File: config.mk
export PLATFORM = sky130hd
export DESIGN_NAME = mem_stage_sbuf_flat
export DESIGN_NICKNAME = d
export VERILOG_FILES = /design/src/rtl/mem_stage_sbuf_if.sv /design/src/rtl/mem_stage_sbuf.sv /design/src/flat_wrapper.sv
export SDC_FILE = /design/constraint.sdc
export NUM_CORES = 1
export LEC_CHECK = 0
export BUFFER_PORTS_ARGS = -buffer_cell sky130_fd_sc_hd__buf_4
export CAP_MARGIN = 25
export CORE_MARGIN = 2
export CORE_UTILIZATION = 40
export DETAILED_ROUTE_END_ITERATION = 7
export PLACE_DENSITY = 0.6
export RECOVER_POWER = 25
export SLEW_MARGIN = 5
export SYNTH_ARGS = -nofsm -noshare
export SYNTH_HDL_FRONTEND = slang
export SYNTH_SLANG_ARGS = --single-unit
File: constraint.sdc
create_clock -name clk -period 8.1 [get_ports clk]
set_input_delay 0.81 -clock clk [delete_from_list [all_inputs] [get_ports clk]]
set_output_delay 0.81 -clock clk [all_outputs]
set_load 0.02 [all_outputs]
File: src/rtl/mem_stage_sbuf_if.sv
// Pipeline-side and data-memory-side signals of the memory-stage controller.
// The slave modport is the controller's view. The master modport is the environment's view.
interface mem_stage_sbuf_if #(
    parameter int DATA_W = 16,
    parameter int ADDR_W = 16
);
    logic              MemRead;
    logic              MemWrite;
    logic [ADDR_W-1:0] Addr;
    logic [DATA_W-1:0] WriteData;
    logic              halt;
    logic              halt_wb;
    logic [DATA_W-1:0] ReadData;
    logic              done;
    logic              stall_mem;
    logic              err;
    logic              mem_rd;
    logic              mem_wr;
    logic [ADDR_W-1:0] mem_addr;
    logic [DATA_W-1:0] mem_wdata;
    logic              createdump;
    logic [DATA_W-1:0] mem_rdata;
    logic              mem_done;
    logic              mem_stall;
    logic              mem_err;

    modport slave (
        input  MemRead, MemWrite, Addr, WriteData, halt, halt_wb,
        input  mem_rdata, mem_done, mem_stall, mem_err,
        output ReadData, done, stall_mem, err,
        output mem_rd, mem_wr, mem_addr, mem_wdata, createdump
    );

    modport master (
        output MemRead, MemWrite, Addr, WriteData, halt, halt_wb,
        output mem_rdata, mem_done, mem_stall, mem_err,
        input  ReadData, done, stall_mem, err,
        input  mem_rd, mem_wr, mem_addr, mem_wdata, createdump
    );
endinterface

File: src/rtl/mem_stage_sbuf.sv
// Memory-stage controller. A store buffer retires stores without stalling and forwards data to loads.
// The buffer drains to the multi-cycle data memory in the background, and is flushed before the halt dump.
module mem_stage_sbuf #(
    parameter int DATA_W   = 16,
    parameter int ADDR_W   = 16,
    parameter int SB_DEPTH = 4
) (
    input  logic             clk,
    input  logic             rst,
    mem_stage_sbuf_if.slave  bus
);
    localparam int PW = $clog2(SB_DEPTH);
    localparam int CW = PW + 1;

    localparam logic [2:0] S_IDLE      = 3'd0;
    localparam logic [2:0] S_LOAD      = 3'd1;
    localparam logic [2:0] S_DRAIN     = 3'd2;
    localparam logic [2:0] S_HALTDRAIN = 3'd3;
    localparam logic [2:0] S_DUMP      = 3'd4;
    localparam logic [2:0] S_DONE_H    = 3'd5;

    typedef struct packed {
        logic [ADDR_W-1:0] addr;
        logic [DATA_W-1:0] data;
    } sb_ent_t;

    sb_ent_t           sb_q [SB_DEPTH];
    logic [PW-1:0]     head_q, tail_q, fwd_idx;
    logic [CW-1:0]     cnt_q;
    logic [2:0]        state_q, state_d;
    logic              hd_busy_q, err_q;

    logic rd, wr, req, mis, hit, empty, full, accept;
    logic in_idle, in_drain, in_load, in_hd;
    logic pop, enq, fwd, load_done, done_c;
    logic issue_rd, issue_wr_idle, issue_wr_hd, issue_wr;
    logic [DATA_W-1:0] fwd_data;

    // A simultaneous read and write is handled as a write.
    assign wr  = bus.MemWrite & ~bus.halt_wb;
    assign rd  = bus.MemRead & ~bus.halt_wb & ~bus.MemWrite;
    assign req = rd | wr;
    assign mis = req & bus.Addr[0];

    assign in_idle  = state_q == S_IDLE;
    assign in_drain = state_q == S_DRAIN;
    assign in_load  = state_q == S_LOAD;
    assign in_hd    = state_q == S_HALTDRAIN;
    assign accept   = in_idle | in_drain;
    assign empty    = cnt_q == '0;
    assign full     = cnt_q == CW'(SB_DEPTH);

    // Scan from oldest to youngest, so the last match is the youngest matching entry.
    always_comb begin
        hit      = 1'b0;
        fwd_data = '0;
        fwd_idx  = '0;
        for (int i = 0; i < SB_DEPTH; i++) begin
            fwd_idx = head_q + PW'(i);
            if (CW'(i) < cnt_q && sb_q[fwd_idx].addr == bus.Addr) begin
                hit      = 1'b1;
                fwd_data = sb_q[fwd_idx].data;
            end
        end
    end

    assign pop       = (in_drain | (in_hd & hd_busy_q)) & bus.mem_done;
    assign enq       = accept & wr & ~mis & (~full | pop);
    assign fwd       = accept & rd & ~mis & hit;
    assign load_done = in_load & bus.mem_done;
    assign done_c    = (accept & mis) | enq | fwd | load_done;

    // An unforwarded load matches no buffered entry, so it may overtake pending drains.
    assign issue_rd      = in_idle & ~bus.halt & rd & ~mis & ~hit & ~bus.mem_stall;
    assign issue_wr_idle = in_idle & ~bus.halt & ~issue_rd & ~empty & ~bus.mem_stall;
    assign issue_wr_hd   = in_hd & ~hd_busy_q & ~empty & ~bus.mem_stall;
    assign issue_wr      = issue_wr_idle | issue_wr_hd;

    assign bus.done       = done_c;
    assign bus.ReadData   = load_done ? bus.mem_rdata : (fwd ? fwd_data : '0);
    assign bus.err        = (accept & mis) | (load_done & bus.mem_err) | err_q;
    // A halt that is still waiting to reach the halt-drain phase holds the pipeline frozen.
    assign bus.stall_mem  = (req & ~done_c) | (bus.halt & (in_idle | in_drain | in_load))
                          | in_hd | (state_q == S_DUMP);
    assign bus.mem_rd     = issue_rd;
    assign bus.mem_wr     = issue_wr;
    assign bus.mem_addr   = issue_rd ? bus.Addr : (issue_wr ? sb_q[head_q].addr : '0);
    assign bus.mem_wdata  = issue_wr ? sb_q[head_q].data : '0;
    assign bus.createdump = state_q == S_DUMP;

    always_comb begin
        state_d = state_q;
        case (state_q)
            S_IDLE: begin
                if (bus.halt)     state_d = empty ? S_DUMP : S_HALTDRAIN;
                else if (issue_rd) state_d = S_LOAD;
                else if (issue_wr) state_d = S_DRAIN;
            end
            S_LOAD:      if (bus.mem_done) state_d = S_IDLE;
            S_DRAIN:     if (bus.mem_done) state_d = S_IDLE;
            S_HALTDRAIN: if (~hd_busy_q && empty) state_d = S_DUMP;
            S_DUMP:      state_d = S_DONE_H;
            S_DONE_H:    state_d = S_DONE_H;
            default:     state_d = S_IDLE;
        endcase
    end

    always_ff @(posedge clk) begin
        if (rst) begin
            state_q   <= S_IDLE;
            head_q    <= '0;
            tail_q    <= '0;
            cnt_q     <= '0;
            hd_busy_q <= 1'b0;
            err_q     <= 1'b0;
        end else begin
            state_q <= state_d;
            if (enq) tail_q <= tail_q + 1'b1;
            if (pop) head_q <= head_q + 1'b1;
            cnt_q <= cnt_q + CW'(enq) - CW'(pop);
            if (issue_wr_hd)  hd_busy_q <= 1'b1;
            else if (pop)     hd_busy_q <= 1'b0;
            if (pop && bus.mem_err) err_q <= 1'b1;
        end
    end

    always_ff @(posedge clk) begin
        if (enq) sb_q[tail_q] <= '{addr: bus.Addr, data: bus.WriteData};
    end
endmodule
File: src/flat_wrapper.sv
// flat-port wrapper written by rule: the top's interface ports become plain ports
module mem_stage_sbuf_flat 
#(
    parameter int DATA_W   = 16,
    parameter int ADDR_W   = 16,
    parameter int SB_DEPTH = 4
)
  (clk, rst, bus_MemRead, bus_MemWrite, bus_Addr, bus_WriteData, bus_halt, bus_halt_wb, bus_mem_rdata, bus_mem_done, bus_mem_stall, bus_mem_err, bus_ReadData, bus_done, bus_stall_mem, bus_err, bus_mem_rd, bus_mem_wr, bus_mem_addr, bus_mem_wdata, bus_createdump);
  mem_stage_sbuf_if #(.DATA_W(DATA_W), .ADDR_W(ADDR_W)) bus_i ();
  input  logic clk;
  input  logic rst;
  input wire logic [$bits(bus_i.MemRead)-1:0] bus_MemRead;
  input wire logic [$bits(bus_i.MemWrite)-1:0] bus_MemWrite;
  input wire logic [$bits(bus_i.Addr)-1:0] bus_Addr;
  input wire logic [$bits(bus_i.WriteData)-1:0] bus_WriteData;
  input wire logic [$bits(bus_i.halt)-1:0] bus_halt;
  input wire logic [$bits(bus_i.halt_wb)-1:0] bus_halt_wb;
  input wire logic [$bits(bus_i.mem_rdata)-1:0] bus_mem_rdata;
  input wire logic [$bits(bus_i.mem_done)-1:0] bus_mem_done;
  input wire logic [$bits(bus_i.mem_stall)-1:0] bus_mem_stall;
  input wire logic [$bits(bus_i.mem_err)-1:0] bus_mem_err;
  output wire logic [$bits(bus_i.ReadData)-1:0] bus_ReadData;
  output wire logic [$bits(bus_i.done)-1:0] bus_done;
  output wire logic [$bits(bus_i.stall_mem)-1:0] bus_stall_mem;
  output wire logic [$bits(bus_i.err)-1:0] bus_err;
  output wire logic [$bits(bus_i.mem_rd)-1:0] bus_mem_rd;
  output wire logic [$bits(bus_i.mem_wr)-1:0] bus_mem_wr;
  output wire logic [$bits(bus_i.mem_addr)-1:0] bus_mem_addr;
  output wire logic [$bits(bus_i.mem_wdata)-1:0] bus_mem_wdata;
  output wire logic [$bits(bus_i.createdump)-1:0] bus_createdump;
  assign bus_i.MemRead = bus_MemRead;
  assign bus_i.MemWrite = bus_MemWrite;
  assign bus_i.Addr = bus_Addr;
  assign bus_i.WriteData = bus_WriteData;
  assign bus_i.halt = bus_halt;
  assign bus_i.halt_wb = bus_halt_wb;
  assign bus_i.mem_rdata = bus_mem_rdata;
  assign bus_i.mem_done = bus_mem_done;
  assign bus_i.mem_stall = bus_mem_stall;
  assign bus_i.mem_err = bus_mem_err;
  assign bus_ReadData = bus_i.ReadData;
  assign bus_done = bus_i.done;
  assign bus_stall_mem = bus_i.stall_mem;
  assign bus_err = bus_i.err;
  assign bus_mem_rd = bus_i.mem_rd;
  assign bus_mem_wr = bus_i.mem_wr;
  assign bus_mem_addr = bus_i.mem_addr;
  assign bus_mem_wdata = bus_i.mem_wdata;
  assign bus_createdump = bus_i.createdump;
  mem_stage_sbuf #(.DATA_W(DATA_W), .ADDR_W(ADDR_W), .SB_DEPTH(SB_DEPTH)) u_core (.clk(clk), .rst(rst), .bus(bus_i));
endmodule
Yosys cells after proc, flatten, opt, wreduce, memory -nomap -nowiden
Memory sizes are Yosys's and may differ from the RTL's. A register that Yosys moved wholly into a read port is not among the register bits.
Index checks and enable logic that the tools add are counted.
- $add $sub $neg: 6
- $lt $le $gt $ge: 4
- equal/unequal tests: 13
- muxes and demuxes: 26
- bitwise operators: 53
- reduce and logical (&&, ||, !) cells: 12
- operator list (operator ; count):
    2-to-1 mux 16 bit ; 9
    == test 16 bit ; 4
    bitwise AND 1 bit ; 28
    2-to-1 mux 3 bit ; 6
    OR 1 bit ; 14
    one-hot mux 3 bit (4 select lines) ; 1
    inverter 1 bit ; 11
    == test 3 bit, second input constant ; 3
    2-to-1 mux 1 bit ; 8
    == test 3 x 2 -> 1 bit, second input constant ; 2
    logical AND 1 bit ; 6
    logical NOT 3 bit ; 2
    less-than comparator 1 x 3 -> 1 bit, first input constant ; 2
    less-than comparator 2 x 3 -> 1 bit, first input constant ; 2
    adder 2 x 1 -> 2 bit, second input constant ; 2
    adder 2 bit, second input constant ; 2
    2-to-1 mux 2 bit ; 2
    inequality test 4 bit, second input constant ; 1
    OR reduction 2 bit ; 2
    adder 3 x 1 -> 3 bit ; 1
    == test 3 x 1 -> 1 bit, second input constant ; 1
    AND reduction 3 bit ; 1
    subtractor 3 x 1 -> 3 bit ; 1
    inequality test 2 x 1 -> 1 bit, second input constant ; 1
    other kinds (2) ; 2
- register bits after elaboration: 12
- memory bits (writable): 128
- output and inout port bits: 54
- memories kept: 1
- memory list (memory ; words ; width ; read ports ; clocked after Yosys merged registers in ; wr ports ; line ; RTL):
    u_core.sb_q ; 4 ; 32 ; 4 ; 1 ; 1 ; mem_stage_sbuf.sv:27 ; sb_ent_t sb_q [SB_DEPTH];

Logic depth before layout (Yosys ltp)
Gate-level depths: netlist of the first run.
An unclocked memory read counts as a cell.
- depth in word-level cells: 19
- gate-level depth with buffers: 14

Worst setup path before layout of the first run
Ideal clock, no wire load.
- kind: input to output
- from: input port bus_Addr[5]
- to: output port bus_ReadData[14]
- arrival time: 3510 ps
- path slack: 3780 ps
- cell stages on the path: 11
- path buffers: 3
- cells stage by stage: clkbuf_1 inv_1 a221o_1 nor4_1 a31oi_1 or4_1 clkbuf_1 nand2_1 o2111ai_4 buf_6 o31ai_1
- cells in the longest elaborated chain, start to end: 9
- RTL lines (item ; line ; RTL):
    start, declared ; flat_wrapper.sv:14 ; input wire logic [$bits(bus_i.Addr)-1:0] bus_Addr;
    == test 16 bit ; mem_stage_sbuf.sv:60 ; if (CW'(i) < cnt_q && sb_q[fwd_idx].addr == bus.Addr) begin
    logical AND 1 bit ; mem_stage_sbuf.sv:60 ;
    2-to-1 mux 1 bit (4 in a row) ; mem_stage_sbuf.sv:60 ;
    bitwise AND 1 bit ; mem_stage_sbuf.sv:69 ; assign fwd = accept & rd & ~mis & hit;
    2-to-1 mux 16 bit * (2 in a row) ; mem_stage_sbuf.sv:80 ; assign bus.ReadData = load_done ? bus.mem_rdata : (fwd ? fwd_data : '0);
    end, declared ; flat_wrapper.sv:22 ; output wire logic [$bits(bus_i.ReadData)-1:0] bus_ReadData;
Mark *: on every way between the ends. The rest lies on a longest branch, timed or not.

Final worst setup path of the first run
- from: register u_core.head_q[1]
- to: output port bus_ReadData[15]
- cells in the longest elaborated chain, start to end: 10
- RTL lines (item ; line ; RTL):
    start, declared ; mem_stage_sbuf.sv:28 ; logic [PW-1:0] head_q, tail_q, fwd_idx;
    start signal, assigned ; mem_stage_sbuf.sv:119 ; if (pop) head_q <= head_q + 1'b1;
    adder 2 x 1 -> 2 bit ; mem_stage_sbuf.sv:59 ; fwd_idx = head_q + PW'(i);
    memory (4 x 32 bit) * ; - ;
    == test 16 bit ; mem_stage_sbuf.sv:60 ;
    logical AND 1 bit ; mem_stage_sbuf.sv:60 ;
    2-to-1 mux 1 bit (3 in a row) ; mem_stage_sbuf.sv:60 ;
    bitwise AND 1 bit ; mem_stage_sbuf.sv:69 ;
    2-to-1 mux 16 bit * (2 in a row) ; mem_stage_sbuf.sv:80 ;
Marks and branches as above.

==> results of run 1 <==
[metrics by stage]
step / util / power [W] / instance area [µm²] / setup slack, ns
4_1_cts: 0.473 / 0.00235 / 11500 / 2.33
5_1_grt: 0.472 / 0.00243 / 11500 / 2.20
3_5_place_dp: 0.450 / 0.00159 / 10900 / 2.85
3_3_place_gp: 0.447 / 0.00159 / 10900 / 2.81
2_1_floorplan: - / 0.00138 / 9900 / 3.78
6_report: 0.472 / 0.00234 / 11500 / 2.45
[placed cells by master (no fill, tap or decap), types with 10 or more instances in the layout]
cell,Yosys,routed
a211oi_1,20,20
a21oi_1,26,26
buf_4,7,98
clkbuf_1,37,21
clkbuf_16,0,17
dfxtp_1,14,10
edfxtp_1,128,128
inv_1,23,23
mux2i_1,82,82
mux4_2,87,87
nand2_1,63,63
nor2_1,25,25
nor2b_1,16,15
nor3_1,15,15
o22ai_1,15,15
o31ai_1,10,10
xnor2_1,74,74
[state kept, by name, indices dropped and copies added (netlist names), named ones only]
register,cells
u_core.sb_q,128
u_core.cnt_q,3
u_core.state_q,3
u_core.head_q,2
u_core.tail_q,2
u_core.err_q,1
u_core.hd_busy_q,1
[routing by layer]
metal | track usage | vias up
li1 | - | 3187
met1 | 0.302 | 3626
met2 | 0.326 | 285
met3 | 0.0378 | 18
met4 | 0.0495 | 0
met5 | 0 | -
[power groups by stage]
| stage | sequential (W) | clock (W) | combinational, W |
|---|---|---|---|
| after floorplan | 0.000870 | 0 | 0.000511 |
| after global placement | 0.000920 | 0 | 0.000670 |
| after detailed placement | 0.000919 | 0 | 0.000668 |
| after CTS | 0.000904 | 0.000771 | 0.000672 |
| after global routing | 0.000910 | 0.000799 | 0.000726 |
| final | 0.000903 | 0.000761 | 0.000672 |
[layout make-up]
class / instances / area, µm²
Timing Repair Buffer: 125 / 937
Sequential cell: 142 / 4130
Clock inverter: 15 / 139
Clock buffer: 17 / 425
Fill cell: 2160 / 12800
Multi-Input combinational cell: 544 / 5340
Inverter: 24 / 90.1
Tap cell: 324 / 405
[worst min-delay path, stage by stage, from the launching register on]
cell	delay [ns]
dfxtp_1	0.32
a21oi_1	0.04
nor2_1	0.07
[cells by family (layout without fill, tap and decap cells)]
group | after synthesis | count (layout) | share of synthesized area
xor+xnor | 77 | 77 | 0.0681
simple gates | 178 | 178 | 0.0922
mux | 173 | 173 | 0.285
buf+inv | 94 | 181 | 0.0450
flops | 142 | 142 | 0.416
compound gates | 107 | 107 | 0.0809
fa+ha+maj | 9 | 9 | 0.0121
[worst min path at each step]
| stage | slack (ns) | to | cells after the start |
|---|---|---|---|
| 2_1_floorplan | 0.44 | u_core.err_q | 2 |
| 3_3_place_gp | 0.45 | u_core.err_q | 2 |
| 3_5_place_dp | 0.46 | u_core.err_q | 2 |
| 4_1_cts | 0.47 | u_core.err_q | 2 |
| 5_1_grt | 0.49 | u_core.err_q | 2 |
| 6_report | 0.47 | u_core.err_q | 2 |
[Yosys cell counts (9+ instances only)]
cell type / n / area [µm²]
xnor2_1: 74 / 648
nor3_1: 15 / 75.1
mux2i_1: 82 / 821
nand3_1: 9 / 45.0
clkbuf_1: 37 / 139
dfxtp_1: 14 / 280
a21oi_1: 26 / 130
nand2_1: 63 / 236
nor2b_1: 16 / 100
inv_1: 23 / 86.3
mux4_2: 87 / 1960
a211oi_1: 20 / 150
o22ai_1: 15 / 93.8
edfxtp_1: 128 / 3840
nor2_1: 25 / 93.8
buf_2: 14 / 70.1
o31ai_1: 10 / 75.1
==> impl_metrics.ini, run 1 <==
[route]
wirelength_um = 26800
drt-met1-wl_um = 12000
vias_per_cell = 5.97
wl_met2_um = 12800
wl_per_cell_um = 22.5
remaining_drc_errors = 0
vias = 7116
met3_length_um = 1690
drt_pre_antenna_iters = 5
drtAntennaViolNets = 0
drtIter0Drc = 802
top_layer = met4

[clock_network]
root_buffer = clkbuf_16
cts.sink_count = 142
post_cts_buffers = 0
clock_latency_ns = 0.44
post_cts_resized = 0
numCtsBuffers = 17
cts_hold_buf = 0
cts_buffer_depth = 2
cts_tree = built
path_clk_slew_ns = 0.06
htree_levels = 4

[sta]
final_hold_viol_count = 0
final.setup_skew_ns = 0.00800
min_period_over_period = 0.697
min_period_ns = 5.65
rsz0062_at_grt = false
tightest_slew_ns = 0.895
drv_slew = 0
setup_viol_count_final = 0
whs_ns = 0.467
max_freq_ghz = 0.177
finalSetupTns_ns = 0
slew_headroom = 0.400

[global_route]
grt_pass1_wl_um = 41000
grt_util_all_layers = 0.208
antenna_found_initial = 0
grt_start_max_net_pins = 68
grt-ovfl-total = 0
grt_pass1_vias = 6796

[critical_path]
cp_cell_sequence = buf_12 > mux2_2 > a221o_1 > nor4_1 > a31oi_1 > or4_1 > buf_4 > nand2_1 > o2111ai_4 > o31ai_1 > buf_4
rr_startpoint = u_core.head_q[1]
path_common_cell = buf_4
ff2ff_path_depth = 10
required_ns = 7.29
crit_fanout = 34
critPathLaunch = u_core.head_q[1]
cp_slowest_cell = dfxtp_4
critPathMaxStageDelay_ns = 0.70
r2r-end = u_core.state_q[1]
cp-endpoint = bus_ReadData[15]
crit_family = compound AO/OA/AOI/OAI gates
critPathLaunchType = register
reg2reg_slack_ns = 4.18
cp.depth = 11
end_kind = primary output
crit_type = register to primary output
cp_num_buf_inv = 3
worstPathArrival_ns = 4.84

[power_and_ir_drop]
p_clk_frac = 0.326
ir_drop_v = 0.000142
p_sw_w = 0.000785
powerDensity_nw_per_um2 = 204
p_leak_nw = 3.55
swShare = 0.336
p_comb_frac = 0.288
p_seq_frac = 0.387
internal_power_w = 0.00155

[place]
gp_congestion = 0.863
dp_hpwl_um = 17900
post-place-cells = 1157
portBuffers = 110

[min_path]
min_path_type = register to register
hold_start = u_core.err_q

[yosys]
ys_async_sr_fraction = 0
syn_nets = 846
ys_seq_area_frac = 0.416
syn_inst = 780
synth_seq_cells = 142
ys.flop_type = edfxtp_1
synth_cell_types = 65
ys_warn_count = 0
syn_area_per_cell_um2 = 12.7
mappedNetlistArea_um2 = 9900
synth_edf_count = 128

[cells_and_area]
syn_to_final_growth_pct = 15.8
diodes = 0
final_cells = 1191
drive_above_1_share = 0.288
fin_nets = 920

[floorplan]
ioPinCount = 111
die_w_um = 161
rows = 57
dieArea_um2 = 26000
core_um2 = 24300
die_h_um = 161
initial_core_util = 0.407

[flow_run]
maxCapViolations = 0

[run_status]
status = finished, final reports clean
No activity file was read; power rests on OpenSTA's default activity.
==> inputs of run 2 (changes only) <==
- clock period: 8.1 -> 5.4 ns (I/O delays scaled with it)
==> impl_metrics.ini, run 2 (synthesized netlist as in run 1, its figures left out) <==
[route]
drt_pre_antenna_iters = 6
drtIter0Drc = 639
remaining_drc_errors = 0
vias = 7024
drtAntennaViolNets = 0
vias_per_cell = 5.88
wl_per_cell_um = 22.6
wirelength_um = 27000

[floorplan]
initial_core_util = 0.407
core_um2 = 24300
die_w_um = 161
ioPinCount = 111
dieArea_um2 = 26000
rows = 57
die_h_um = 161

[global_route]
antenna_found_initial = 0
grt-ovfl-total = 0
grt_pass1_vias = 6792
grt_start_max_net_pins = 50
grt_pass1_wl_um = 40900
grt_util_all_layers = 0.209

[place]
gp_congestion = 0.798
post-place-cells = 1161
dpl_cell_area_um2 = 11000
portBuffers = 110
dp_hpwl_um = 18000

[clock_network]
path_clk_slew_ns = 0.07
cts_buffer_depth = 2
cts_tree = built
post_cts_buffers = 0
root_buffer = clkbuf_16
clock_latency_ns = 0.44
post_cts_resized = 0
cts.sink_count = 142
htree_levels = 4
cts_hold_buf = 0
numCtsBuffers = 17

[cells_and_area]
diodes = 0
largest_reg_flops = 128
syn_to_final_growth_pct = 16.6
layout_commonest_cell = edfxtp_1
layout_common_cells = 128 x edfxtp_1, 103 x buf_4, 87 x mux4_2, 82 x mux2i_1, 74 x xnor2_1
fillCellCount = 2179
fin_nets = 924
top_register = u_core.sb_q
largestRegisters = u_core.sb_q (128), u_core.cnt_q (3), u_core.state_q (3)
final_area_um2 = 11500
final_cells = 1195
drive_above_1_share = 0.293

[sta]
tightest_slew_ns = 0.957
finalSetupTns_ns = 0
slew_headroom = 0.362
min_period_over_period = 0.914
min_period_ns = 4.94
setup_viol_count_final = 0
rsz0062_at_grt = false
final.setup_skew_ns = 0.00906
max_freq_ghz = 0.203
drv_slew = 0
final_hold_viol_count = 0

[critical_path]
crit_type = register to primary output
required_ns = 4.86
worstPathArrival_ns = 4.40
r2r-end = u_core.state_q[1]
ff2ff_path_depth = 8
critPathLaunchType = register
critPathLaunch = u_core.head_q[1]
reg2reg_slack_ns = 1.82
end_kind = primary output
cp-endpoint = bus_ReadData[1]
crit_fanout = 29

[power_and_ir_drop]
ir_drop_v = 0.000169
powerDensity_nw_per_um2 = 311
p_leak_nw = 3.60

[min_path]
min_path_type = primary input to register

[run_status]
status = finished, final reports clean

[flow_run]
maxCapViolations = 0
[run 2: cell count changes in the layout (fill, tap and decap cells not counted), sizes merged]
cell,previous run,this run
clkinvlp,2,0
bufinv,0,2
clkinv,3,2
inv,34,35
buf,104,108
[run 2: where the power goes]
part | total (W) | switching [W] | internal [W]
clock network | 0.00124 | 0.000530 | 0.000706
logic | 0.000997 | 0.000539 | 0.000458
registers | 0.00135 | 0.0000987 | 0.00126
[run 2: layout make-up]
cell class | count | area, µm² | share of cell area
multi-input combinational | 544 | 5340 | 0.463
sequential | 142 | 4130 | 0.358
timing repair buffer | 129 | 960 | 0.0831
clock buffer | 17 | 425 | 0.0368
tap | 324 | 405 | 0.0351
clock inverter | 15 | 186 | 0.0161
inverter | 24 | 90.1 | 0.00780
[run 2: worst max-delay path, stage by stage (launching register included)]
cell and delay, ns:
dfxtp_4 0.61, buf_12 0.27, mux4_2 0.53, xnor2_1 0.23
and3_1 0.20, nand4_1 0.07, nor4b_1 0.46, or2_1 0.44
o2111ai_4 0.50, o31ai_1 0.43, buf_4 0.20
[run 2: metal layers]
| layer | GRT usage | up-vias | part of all wire | wire length [µm] |
|---|---|---|---|---|
| li1 | - | 3193 | - | - |
| met1 | 0.301 | 3562 | 0.45 | 12200 |
| met2 | 0.325 | 234 | 0.47 | 12800 |
| met3 | 0.0298 | 35 | 0.051 | 1380 |
| met4 | 0.0731 | 0 | 0.023 | 625 |
| met5 | 0 | - | 0 | 0 |
[run 2: metrics by stage]
stage / setup slack [ns] / utilization / hold WS [ns] / power [W]
final: 0.464 / 0.475 / 0.347 / 0.00359
after detailed placement: 0.950 / 0.451 / 0.456 / 0.00237
after global routing: 0.196 / 0.475 / 0.377 / 0.00374
after floorplan: 1.62 / - / 0.438 / 0.00207
after global placement: 0.937 / 0.449 / 0.452 / 0.00237
after CTS: 0.454 / 0.476 / 0.290 / 0.00361
[run 2: how the worst min path moves through the flow]
stage                      from  cells after the start                end  slack, ns
3_5_place_dp       u_core.err_q                      2       u_core.err_q       0.46
2_1_floorplan      u_core.err_q                      2       u_core.err_q       0.44
6_report            bus_mem_err                      3       u_core.err_q       0.35
5_1_grt        bus_WriteData[3]                      1  u_core.sb_q[2][3]       0.38
4_1_cts        bus_WriteData[3]                      1  u_core.sb_q[2][3]       0.29
3_3_place_gp       u_core.err_q                      2       u_core.err_q       0.45
